**config.mk**
```make
export PLATFORM = sky130hd
export DESIGN_NAME = team_06_i2s_tx_flat
export DESIGN_NICKNAME = d
export VERILOG_FILES = /design/src/rtl/team_06_i2s_tx_if.sv /design/src/rtl/team_06_i2s_tx.sv /design/src/flat_wrapper.sv
export SDC_FILE = /design/constraint.sdc
export NUM_CORES = 1
export LEC_CHECK = 0
export ABC_AREA = 1
export CORE_MARGIN = 2
export CORE_UTILIZATION = 45
export DETAILED_ROUTE_END_ITERATION = 6
export PLACE_DENSITY = 0.67
export RECOVER_POWER = 25
export SYNTH_ARGS = -nofsm -noshare
export SYNTH_HDL_FRONTEND = slang
export SYNTH_SLANG_ARGS = --single-unit
```
**constraint.sdc**
```tcl
create_clock -name clk -period 3.25 [get_ports clk]
set_clock_uncertainty 0.05 [all_clocks]
set_input_delay 0.4875 -clock clk [delete_from_list [all_inputs] [get_ports clk]]
set_output_delay 0.4875 -clock clk [all_outputs]
set_load 0.02 [all_outputs]
```
**src/rtl/team_06_i2s_tx_if.sv**
```systemverilog
// team_06_i2s_tx_if: valid/ready sample handshake between the sample source and the I2S transmitter.
interface team_06_i2s_tx_if;
    logic [7:0] sample_in;
    logic       sample_valid;
    logic       sample_ready;
    modport master (output sample_in, output sample_valid, input sample_ready);
    modport slave (input sample_in, input sample_valid, output sample_ready);
endinterface

```
**src/rtl/team_06_i2s_tx.sv**
```systemverilog
// team_06_i2s_tx: 8-bit I2S transmitter with a one-sample holding register, MSB first, left slot ws=0.
// Define TEAM_06_I2S_TX_REPEAT_EN to resend the last loaded sample on underrun instead of 8'h00.
module team_06_i2s_tx #(
    parameter int CLK_DIV = 4
) (
    input  logic            clk,
    input  logic            rst,
    input  logic            enable,
    team_06_i2s_tx_if.slave sif,
    output logic            i2s_bclk,
    output logic            i2s_ws,
    output logic            i2s_sd,
    output logic            underrun,
    output logic            busy
);
    localparam int DW = CLK_DIV > 1 ? $clog2(CLK_DIV) : 1;
    typedef enum logic [1:0] {IDLE, RUN, DRAIN} state_t;
    state_t        state;
    logic [DW-1:0] div_cnt;
    logic [2:0]    bit_cnt;
    logic [7:0]    hold;
    logic [7:0]    shift;
    logic [7:0]    word;
    logic          hold_full;
    logic          accept;
    logic          tick;
    logic          fall;
    assign sif.sample_ready = !hold_full;
    assign busy = state != IDLE;
    assign accept = sif.sample_valid && !hold_full;
    assign tick = div_cnt == DW'(CLK_DIV - 1);
    assign fall = tick && i2s_bclk;
`ifdef TEAM_06_I2S_TX_REPEAT_EN
    // hold is only overwritten once emptied, so it always holds the last loaded sample (0 after reset)
    assign word = hold;
`else
    assign word = hold_full ? hold : 8'h00;
`endif
    always_ff @(posedge clk or posedge rst) begin
        if (rst) begin
            state     <= IDLE;
            div_cnt   <= '0;
            bit_cnt   <= '0;
            hold      <= '0;
            shift     <= '0;
            hold_full <= 1'b0;
            i2s_bclk  <= 1'b0;
            i2s_ws    <= 1'b0;
            i2s_sd    <= 1'b0;
            underrun  <= 1'b0;
        end else begin
            underrun <= 1'b0;
            if (accept) begin
                hold      <= sif.sample_in;
                hold_full <= 1'b1;
            end
            if (state == IDLE) begin
                div_cnt <= '0;
                bit_cnt <= '0;
                if (enable && hold_full) state <= RUN;
            end else begin
                if (state == RUN && !enable) state <= DRAIN;
                if (state == DRAIN && enable) state <= RUN;
                div_cnt <= tick ? '0 : div_cnt + 1'b1;
                if (tick) i2s_bclk <= !i2s_bclk;
                if (fall) begin
                    bit_cnt <= bit_cnt + 1'b1;
                    if (bit_cnt == 3'd7) i2s_ws <= !i2s_ws;
                    if (bit_cnt != 3'd0) begin
                        i2s_sd <= shift[7];
                        shift  <= {shift[6:0], 1'b0};
                    end else if (state == DRAIN && !i2s_ws) begin
                        // right-slot LSB has had its full bit period; stop before the next left slot
                        state   <= IDLE;
                        bit_cnt <= 3'd0;
                        i2s_sd  <= 1'b0;
                    end else begin
                        i2s_sd    <= word[7];
                        shift     <= {word[6:0], 1'b0};
                        hold_full <= accept;
                        underrun  <= !hold_full;
                    end
                end
            end
        end
    end
endmodule

```
**src/flat_wrapper.sv**
```systemverilog
// flat-port wrapper written by rule: the top's interface ports become plain ports
module team_06_i2s_tx_flat 
#(
    parameter int CLK_DIV = 4
)
  (clk, rst, enable, i2s_bclk, i2s_ws, i2s_sd, underrun, busy, sif_sample_in, sif_sample_valid, sif_sample_ready);
  team_06_i2s_tx_if sif_i ();
  input  logic clk;
  input  logic rst;
  input  logic enable;
  output logic i2s_bclk;
  output logic i2s_ws;
  output logic i2s_sd;
  output logic underrun;
  output logic busy;
  input wire logic [$bits(sif_i.sample_in)-1:0] sif_sample_in;
  input wire logic [$bits(sif_i.sample_valid)-1:0] sif_sample_valid;
  output wire logic [$bits(sif_i.sample_ready)-1:0] sif_sample_ready;
  assign sif_i.sample_in = sif_sample_in;
  assign sif_i.sample_valid = sif_sample_valid;
  assign sif_sample_ready = sif_i.sample_ready;
  team_06_i2s_tx #(.CLK_DIV(CLK_DIV)) u_core (.clk(clk), .rst(rst), .enable(enable), .sif(sif_i), .i2s_bclk(i2s_bclk), .i2s_ws(i2s_ws), .i2s_sd(i2s_sd), .underrun(underrun), .busy(busy));
endmodule
```
Word-level counts from Yosys, hierarchy flattened
Index checks and enable logic that the tools add are counted.
- bits in registers: 28
- input bits: 12
- output and inout port bits: 6
- logic and storage cells: 64
- $add $sub $neg: 2
- equality and inequality tests: 6
- multiplexer cells: 27
- bitwise gates (word level): 1
- reductions and logical operators: 18
- operators by type and width (kind ; count):
    8-bit 2-to-1 mux ; 3
    2-bit 2-to-1 mux ; 9
    3-bit 2-to-1 mux ; 4
    1-bit 2-to-1 mux ; 11
    1-bit logical AND ; 6
    3-bit AND reduction ; 2
    2-bit equality test, second input constant ; 2
    1-bit zero test ; 4
    2-bit AND reduction ; 2
    2-bit nonzero test ; 2
    3-bit by 1-bit adder with 3-bit output, second input constant ; 1
    3-bit equality test, second input constant ; 1
    3-bit nonzero test ; 1
    2-bit by 1-bit adder with 2-bit output, second input constant ; 1
    2-bit by 1-bit equality test with 1-bit output, second input constant ; 1
    2-bit zero test ; 1
    2-bit by 1-bit inequality test with 1-bit output, second input constant ; 1
    2-bit inequality test, second input constant ; 1
    1-bit inverter ; 1

Depth between registers and ports, before layout
Gate-level depths: netlist of the first run.
- word-level depth: 8
- mapped depth: 8
- depth with buffers taken out: 8

Worst setup path after synthesis of the first run
Ideal clock, no wire load.
- kind: reg2out
- start: register u_core.hold_full
- end: output port sif_sample_ready
- data arrival time: 802 ps
- required time: 2712 ps
- setup slack: 1910 ps
- stages on the path, launching flop included: 4
- cells stage by stage: dfrtp_1 -> buf_2 -> inv_1 -> buf_2
- cells in the longest elaborated chain, start to end: 1
- ends and longest elaborated chain (what ; RTL line ; text):
    from (decl) ; team_06_i2s_tx.sv:24 ; logic hold_full;
    from (signal assigned) ; team_06_i2s_tx.sv:80 ; hold_full <= accept;
    1-bit zero test ; team_06_i2s_tx.sv:28 ; assign sif.sample_ready = !hold_full;
    to (decl) ; flat_wrapper.sv:18 ; output wire logic [$bits(sif_i.sample_ready)-1:0] sif_sample_ready;
Every way passes these cells.

Worst setup path after layout of the first run
Same ends and word-level chain as after synthesis.

==> insert_results.sql, run 1 <==
INSERT INTO impl_metrics (metric_group, metric, value, unit) VALUES
('critical_path', 'critPathCaptureType', 'output pin', ''),
('logic_synthesis', 'synth.lib_cells_used.distinct', '19', ''),
('drt', 'drt-pass1-iter-count', '4', ''),
('floorplanning', 'chipWidth', '59.4', 'µm'),
('global_routing', 'grt_pass1_wl', '4560', 'µm'),
('drt', 'final_antenna_net_count', '0', ''),
('drt', 'initial_drc_count', '15', ''),
('logic_synthesis', 'synth.avg_cell_area', '7.86', 'µm²'),
('floorplanning', 'ioPinCount', '18', ''),
('timing', 'worst_hold_slack', '0.410', 'ns'),
('power', 'peakVddDrop', '0.371', 'mV'),
('outcome', 'outcome', 'complete, no violations', ''),
('clock_tree', 'cts_setup_buffers', '0', ''),
('clock_tree', 'tritoncts_buffers', '3', ''),
('drt', 'wl_cell', '11.3', 'µm'),
('cells_and_area', 'layout_common_cells', 'sky130_fd_sc_hd__nand2_1, sky130_fd_sc_hd__dfrtp_1, sky130_fd_sc_hd__inv_1', ''),
('floorplanning', 'placement_rows', '20', ''),
('clock_tree', 'post_cts_resize_count', '0', ''),
('timing', 'setup_total_negative_slack', '0', 'ns'),
('clock_tree', 'cts_buffer_depth', '2', ''),
('timing', 'fin_crit', '2.34', 'ns'),
('timing', 'final_max_slew_viol_count', '0', ''),
('worst_hold_path', 'timing.hold.worst.class', 'reg2reg', ''),
('timing', 'hold_viol', '0', ''),
('logic_synthesis', 'netlist_instances', '176', ''),
('global_routing', 'via_count_of_the_first_global_routing_pass', '1058', ''),
('global_routing', 'number_of_antenna_violations_at_the_first_check_in_global_routing', '0', ''),
('placement', 'dpl.hpwl', '1900', 'µm'),
('global_routing', 'grt_remaining_overflow', '0', ''),
('global_routing', 'grt_max_degree', '28', ''),
('critical_path', 'required', '2.71', 'ns'),
('placement', 'routabilityCongestion', '0.734', ''),
('drt', 'post_drt_via_cell_ratio', '4.90', ''),
('cells_and_area', 'mostFrequentLayoutCell', 'sky130_fd_sc_hd__nand2_1', ''),
('timing', 'relSlewSlack', '24.4', '%'),
('critical_path', 'worstSetupStartpoint', 'u_core.hold_full$_DFF_PP0_', ''),
('clock_tree', 'tritoncts', 'built', ''),
('critical_path', 'arrival', '1.80', 'ns'),
('cells_and_area', 'insertedDiodeCount', '0', ''),
('drt', 'total_via_count_in_the_routed_design', '1107', ''),
('timing', 'finalSetupViolations', '0', ''),
('logic_synthesis', 'part_of_the_yosys_area_used_for_sequential_elements', '48.9', '%'),
('logic_synthesis', 'syn_area', '1380', 'µm²'),
('critical_path', 'criticalPathCategory', 'reg2out', ''),
('global_routing', 'grt_use_total', '17.0', '%'),
('clock_tree', 'number_of_h_tree_branching_levels', '1', ''),
('placement', 'place_worst_setup_slack', '1.30', 'ns'),
('power', 'power_density', '852', 'nW/µm²'),
('clock_tree', 'clkTransAtPathRegs', '0.14', 'ns'),
('placement', 'place.port_buffers', '17', ''),
('drt', 'drcViolationCount', '0', ''),
('floorplanning', 'initial_utilization', '46.4', '%'),
('clock_tree', 'hold_buf_cts', '0', ''),
('clock_tree', 'cts.sinks', '27', ''),
('timing', 'post-route-period-util', '72.0', '%'),
('drt', 'detail_route.wirelength', '2540', 'µm'),
('logic_synthesis', 'total_number_of_yosys_warnings', '0', ''),
('timing', 'achievable-frequency', '0.427', 'GHz'),
('clock_tree', 'cell_chosen_for_the_clock_root', 'sky130_fd_sc_hd__clkbuf_4', ''),
('critical_path', 'timing.critical_path.from_type', 'flop', ''),
('floorplanning', 'chipHeight', '59.4', 'µm'),
('floorplanning', 'design.die.area', '3530', 'µm²'),
('critical_path', 'critical_path.max_fanout', '13', ''),
('flow_run', 'max_cap_violations', '0', ''),
('timing', 'timing_worst_slew_pin_value', '1.13', 'ns'),
('cells_and_area', 'post_route_cells_drive_above_1_share', '3.63', '%'),
('floorplanning', 'placeableCoreArea', '2980', 'µm²'),
('logic_synthesis', 'synth-seq-cells', '27', ''),
('timing', 'rsz0062_at_grt', 'no', ''),
('cells_and_area', 'nets', '210', ''),
('power', 'leakage', '0.872', 'nW'),
('timing', 'fin_ws', '0.910', 'ns'),
('critical_path', 'timing.rr.start', 'u_core.div_cnt[0]$_DFF_PP0_', ''),
('cells_and_area', 'layout-area-overhead-vs-synth', '13.1', '%'),
('cells_and_area', 'n_fill_cell', '291', ''),
('logic_synthesis', 'postSynthNetCount', '192', ''),
('worst_hold_path', 'hold_path.startpoint', 'u_core.div_cnt[0]$_DFF_PP0_', ''),
('clock_tree', 'clk_latency', '0.32', 'ns');
## per-stage QoR
stage / instances / instance area, µm² / total power (W) / util [%]
after floorplan: 176 / 1380 / 0.00107 / -
after global placement: 222 / 1570 / 0.00121 / 52.7
after detailed placement: 222 / 1570 / 0.00123 / 52.7
after CTS: 226 / 1600 / 0.00138 / 53.6
after global routing: 226 / 1560 / 0.00147 / 52.5
final: 226 / 1560 / 0.00133 / 52.5
## routing by layer
layer	part of all wire, %	track usage, %	vias to the layer above	wire length, µm
met5	0	0	-	0
met4	2.0	7.47	0	50
met3	2.7	2.40	6	68
met2	45	26.1	20	1140
met1	51	23.8	511	1290
li1	-	-	570	-
## path summary, 6_finish.rpt
check / to / slack [ns] / cells past startpoint
max: sif_sample_ready / 0.91 / 2
min: u_core.div_cnt[0]$_DFF_PP0_ / 0.41 / 1
max reg2reg: u_core.i2s_ws$_DFFE_PP0P_ / 1.25 / 5
min reg2reg: u_core.div_cnt[0]$_DFF_PP0_ / 0.41 / 1
max in group asynchronous: u_core.i2s_ws$_DFFE_PP0P_ / 1.90 / 2
min in group asynchronous: u_core.div_cnt[1]$_DFF_PP0_ / 0.64 / 2
## power by group
| part | switching [W] | total (W) | internal (W) |
|---|---|---|---|
| Combinational | 0.000397 | 0.000621 | 0.000224 |
| Sequential | 0.0000942 | 0.000564 | 0.000470 |
| Clock | 0.0000984 | 0.000146 | 0.0000481 |
## synthesized netlist by cell type (all sizes together)
cell / count / area share (%)
or2: 1 / 0.45
nor3: 1 / 0.36
nor2: 13 / 6.3
nand2: 76 / 21
nand4: 2 / 0.90
clkbuf: 1 / 0.27
o21ai: 1 / 0.36
dfrtp: 27 / 49
buf: 3 / 1.5
a21oi: 2 / 0.72
xor2: 1 / 0.63
nand3: 21 / 8.5
ha: 4 / 3.6
inv: 23 / 6.2
## flip-flops by register name (all words and copies together) (netlist names)
signal            flops
u_core.shift          7
u_core.hold           8
u_core.underrun       1
u_core.hold_full      1
u_core.div_cnt        2
u_core.i2s_ws         1
u_core.i2s_sd         1
u_core.state          2
u_core.i2s_bclk       1
u_core.bit_cnt        3
## worst max-delay path: stages, from the launching register on
cell                              delay, ns
sky130_fd_sc_hd__dfrtp_1               0.48
sky130_fd_sc_hd__inv_1                 0.31
sky130_fd_sc_hd__clkdlybuf4s50_1       0.68
## layout make-up
cell class | count | area (µm²) | share of cell area, %
Sequential cell | 27 | 676 | 43.2
Multi-Input combinational cell | 122 | 564 | 36.1
Timing Repair Buffer | 17 | 170 | 10.9
Inverter | 23 | 86.3 | 5.52
Tap cell | 33 | 41.3 | 2.64
Clock buffer | 4 | 26.3 | 1.68
## cell families (layout without fill, tap and decap cells)
group	count (synthesis)	after routing	synth area share (%)
adders and majority gates	4	4	3.62
DFF	27	27	48.9
buffers and inverters	27	44	8.05
and+or+nand+nor	114	114	37.7
AOI/OAI and AO/OA	3	3	1.09
xor gates and xnor gates	1	1	0.634
Power figures use the tool's default switching activity.
==> inputs of run 2 (changes only) <==
Settings changed: PLACE_DENSITY 0.67 to 0.7.
Clock period 3.25 ns to 2.1 ns, I/O delays scaled along.
==> run 2 against run 1 <==
Effect of this change:
- sequential cell count stayed put
- critical path depth is 1 higher
- non-clock buffer count is 2 higher
- clock power is 51% higher
- critical path type unchanged
- largest power group unchanged
- highest routed layer unchanged
==> insert_results.sql, run 2 (synthesis gave the netlist of run 1 again) <==
INSERT INTO impl_metrics (metric_group, metric, value, unit) VALUES
('outcome', 'outcome', 'complete, no violations', ''),
('floorplanning', 'chipHeight', '59.4', 'µm'),
('cells_and_area', 'regMostFlops', 'u_core.hold', ''),
('global_routing', 'met1_layer_usage_reported_by_global_route', '22.8', '%'),
('critical_path', 'r2r.worst_path.cells', '8', ''),
('worst_hold_path', 'hold_path_end', 'u_core.div_cnt[0]$_DFF_PP0_', ''),
('timing', 'finalSetupViolations', '0', ''),
('timing', 'achievable-frequency', '0.504', 'GHz'),
('cells_and_area', 'reg.largest.list', 'u_core.hold x8, u_core.shift x7, u_core.bit_cnt x3', ''),
('drt', 'drt-pass1-iter-count', '4', ''),
('power', 'peakVddDrop', '0.695', 'mV'),
('cells_and_area', 'n_fill_cell', '294', ''),
('clock_tree', 'post_cts_resize_count', '0', ''),
('floorplanning', 'placeableCoreArea', '2980', 'µm²'),
('global_routing', 'grt_remaining_overflow', '0', ''),
('critical_path', 'timing.critical_path.max_delay_family', 'buffers and inverters', ''),
('drt', 'final_antenna_net_count', '0', ''),
('cells_and_area', 'largest_register_ffs', '8', ''),
('drt', 'drcViolationCount', '0', ''),
('global_routing', 'grt_max_degree', '28', ''),
('drt', 'wl_cell', '11.1', 'µm'),
('critical_path', 'timing.critical_path.slowest_cell_delay', '0.61', 'ns'),
('timing', 'post-route-period-util', '94.5', '%'),
('global_routing', 'grt_pass1_wl', '4680', 'µm'),
('cells_and_area', 'nets', '212', ''),
('timing', 'hold_viol', '0', ''),
('timing', 'final_max_slew_viol_count', '0', ''),
('critical_path', 'timing.critical_path.from_type', 'flop', ''),
('floorplanning', 'initial_utilization', '46.4', '%'),
('critical_path', 'critPathSlowestCell', 'sky130_fd_sc_hd__clkdlybuf4s50_1', ''),
('cells_and_area', 'final_core_utilization', '53.9', '%'),
('floorplanning', 'chipWidth', '59.4', 'µm'),
('clock_tree', 'cts.sinks', '27', ''),
('global_routing', 'use_met2', '28.4', '%'),
('clock_tree', 'cts_setup_buffers', '0', ''),
('clock_tree', 'cts_buffer_depth', '2', ''),
('cells_and_area', 'layout_common_cells', 'sky130_fd_sc_hd__nand2_1, sky130_fd_sc_hd__dfrtp_1, sky130_fd_sc_hd__inv_1', ''),
('timing', 'rsz0062_at_grt', 'no', ''),
('global_routing', 'grt_busiest_layer', 'met2', ''),
('clock_tree', 'tritoncts', 'built', ''),
('critical_path', 'arrival', '1.62', 'ns'),
('critical_path', 'capture_instance_of_the_worst_register_to_register_path', 'u_core.shift[5]$_DFFE_PP0P_', ''),
('floorplanning', 'ioPinCount', '18', ''),
('global_routing', 'grt_use_total', '17.8', '%'),
('floorplanning', 'design.die.area', '3530', 'µm²'),
('timing', 'setup_total_negative_slack', '0', 'ns'),
('worst_hold_path', 'timing.hold.worst.class', 'reg2reg', ''),
('clock_tree', 'cell_chosen_for_the_clock_root', 'sky130_fd_sc_hd__clkbuf_4', ''),
('drt', 'post_drt_via_cell_ratio', '4.79', ''),
('power', 'leakage', '0.885', 'nW'),
('global_routing', 'grtUsageMet3', '2.62', '%'),
('timing', 'fin_crit', '1.98', 'ns'),
('critical_path', 'timing.rr.start', 'u_core.bit_cnt[0]$_DFFE_PP0P_', ''),
('floorplanning', 'placement_rows', '20', ''),
('clock_tree', 'tritoncts_buffers', '3', ''),
('timing', 'relSlewSlack', '6.46', '%'),
('placement', 'place.port_buffers', '17', ''),
('clock_tree', 'clk_latency', '0.32', 'ns'),
('critical_path', 'critical_path.max_fanout', '4', ''),
('cells_and_area', 'mostFrequentLayoutCell', 'sky130_fd_sc_hd__nand2_1', ''),
('cells_and_area', 'insertedDiodeCount', '0', ''),
('drt', 'initial_drc_count', '56', ''),
('drt', 'total_via_count_in_the_routed_design', '1093', ''),
('timing', 'timing_worst_slew_pin_value', '1.40', 'ns'),
('global_routing', 'via_count_of_the_first_global_routing_pass', '1141', ''),
('placement', 'routabilityCongestion', '0.792', ''),
('drt', 'detail_route.wirelength', '2530', 'µm'),
('critical_path', 'required', '1.74', 'ns'),
('clock_tree', 'number_of_h_tree_branching_levels', '1', ''),
('critical_path', 'worstPathBufferInverterCount', '2', ''),
('clock_tree', 'hold_buf_cts', '0', ''),
('power', 'power_density', '1330', 'nW/µm²'),
('critical_path', 'reg2reg_slack', '0.56', 'ns'),
('worst_hold_path', 'hold_path.startpoint', 'u_core.div_cnt[0]$_DFF_PP0_', ''),
('global_routing', 'number_of_antenna_violations_at_the_first_check_in_global_routing', '0', ''),
('clock_tree', 'clkTransAtPathRegs', '0.13', 'ns'),
('cells_and_area', 'post_route_cells_drive_above_1_share', '5.64', '%'),
('critical_path', 'timing.critical_path.cells', 'inv_1 > nand2_1 > clkdlybuf4s50_1', ''),
('critical_path', 'criticalPathCategory', 'reg2out', ''),
('placement', 'dpl.hpwl', '1910', 'µm'),
('critical_path', 'critPathCaptureType', 'output pin', ''),
('worst_hold_path', 'cell_count_of_the_worst_hold_path', '1', ''),
('flow_run', 'max_cap_violations', '0', ''),
('cells_and_area', 'layout-area-overhead-vs-synth', '16.2', '%');
-- run 2: changes by cell type in the layout (fill, tap and decap cells not counted), sizes merged --
cell,change
buf,+1
clkbuf,+1
clkdlybuf4s50,-1
dlygate4sd3,+1
-- run 2: layout make-up --
class                      instances  area (µm²)  area share [%]
clock buffer                       4        26.3            1.64
inverter                          23        86.3            5.37
timing repair buffer              19         181            11.3
multi-input combinational        122         596            37.1
sequential                        27         676            42.1
tap                               33        41.3            2.57
-- run 2: stage by stage --
stage / area [µm²] / power (W) / setup slack, ns / instances / hold WS, ns
6_report: 1610 / 0.00214 / 0.116 / 228 / 0.402
5_1_grt: 1610 / 0.00237 / 0.0161 / 228 / 0.419
2_1_floorplan: 1380 / 0.00166 / 0.806 / 176 / 0.318
3_5_place_dp: 1580 / 0.00194 / 0.491 / 224 / 0.390
4_1_cts: 1610 / 0.00217 / 0.0945 / 228 / 0.269
3_3_place_gp: 1580 / 0.00189 / 0.522 / 224 / 0.374
-- run 2: how the worst max path moves through the flow --
stage,from,slack [ns],cells after the start,endpoint
after floorplan,u_core.bit_cnt[0]$_DFFE_PP0P_,0.81,7,u_core.shift[2]$_DFFE_PP0P_
after global placement,u_core.state[0]$_DFFE_PP0P_,0.52,3,busy
after detailed placement,u_core.state[0]$_DFFE_PP0P_,0.49,3,busy
after CTS,u_core.state[0]$_DFFE_PP0P_,0.09,3,busy
after global routing,u_core.state[0]$_DFFE_PP0P_,0.02,3,busy
final,u_core.state[1]$_DFFE_PP0P_,0.12,3,busy
-- run 2: report_power, final --
group / leakage, nW / switching (W) / internal, W
Clock: 0.0150 / 0.000146 / 0.0000745
Sequential: 0.340 / 0.000161 / 0.000728
Combinational: 0.530 / 0.000647 / 0.000381
Total: 0.885 / 0.000954 / 0.00118
-- run 2: worst reg2reg max path, cell delays in order, from the launching register on --
cell                      delay, ns
sky130_fd_sc_hd__dfrtp_1       0.43
sky130_fd_sc_hd__inv_1         0.10
sky130_fd_sc_hd__ha_1          0.17
sky130_fd_sc_hd__inv_1         0.07
sky130_fd_sc_hd__nor2_4        0.23
sky130_fd_sc_hd__nand3_4       0.20
sky130_fd_sc_hd__nand2_4       0.14
sky130_fd_sc_hd__nand2_1       0.05
sky130_fd_sc_hd__nand2_1       0.06
-- run 2: routing by layer --
metal / part of all wire [%] / wire length (µm)
met5: 0 / 0
met4: 1.7 / 43
met3: 2.8 / 72
met2: 46 / 1180
met1: 49 / 1240
==> inputs of run 3 (changes only) <==
Settings changed: GPL_ROUTABILITY_DRIVEN set to 0.
==> results of run 3 <==
Final layout, timing and power as in run 2 (identical DEF).
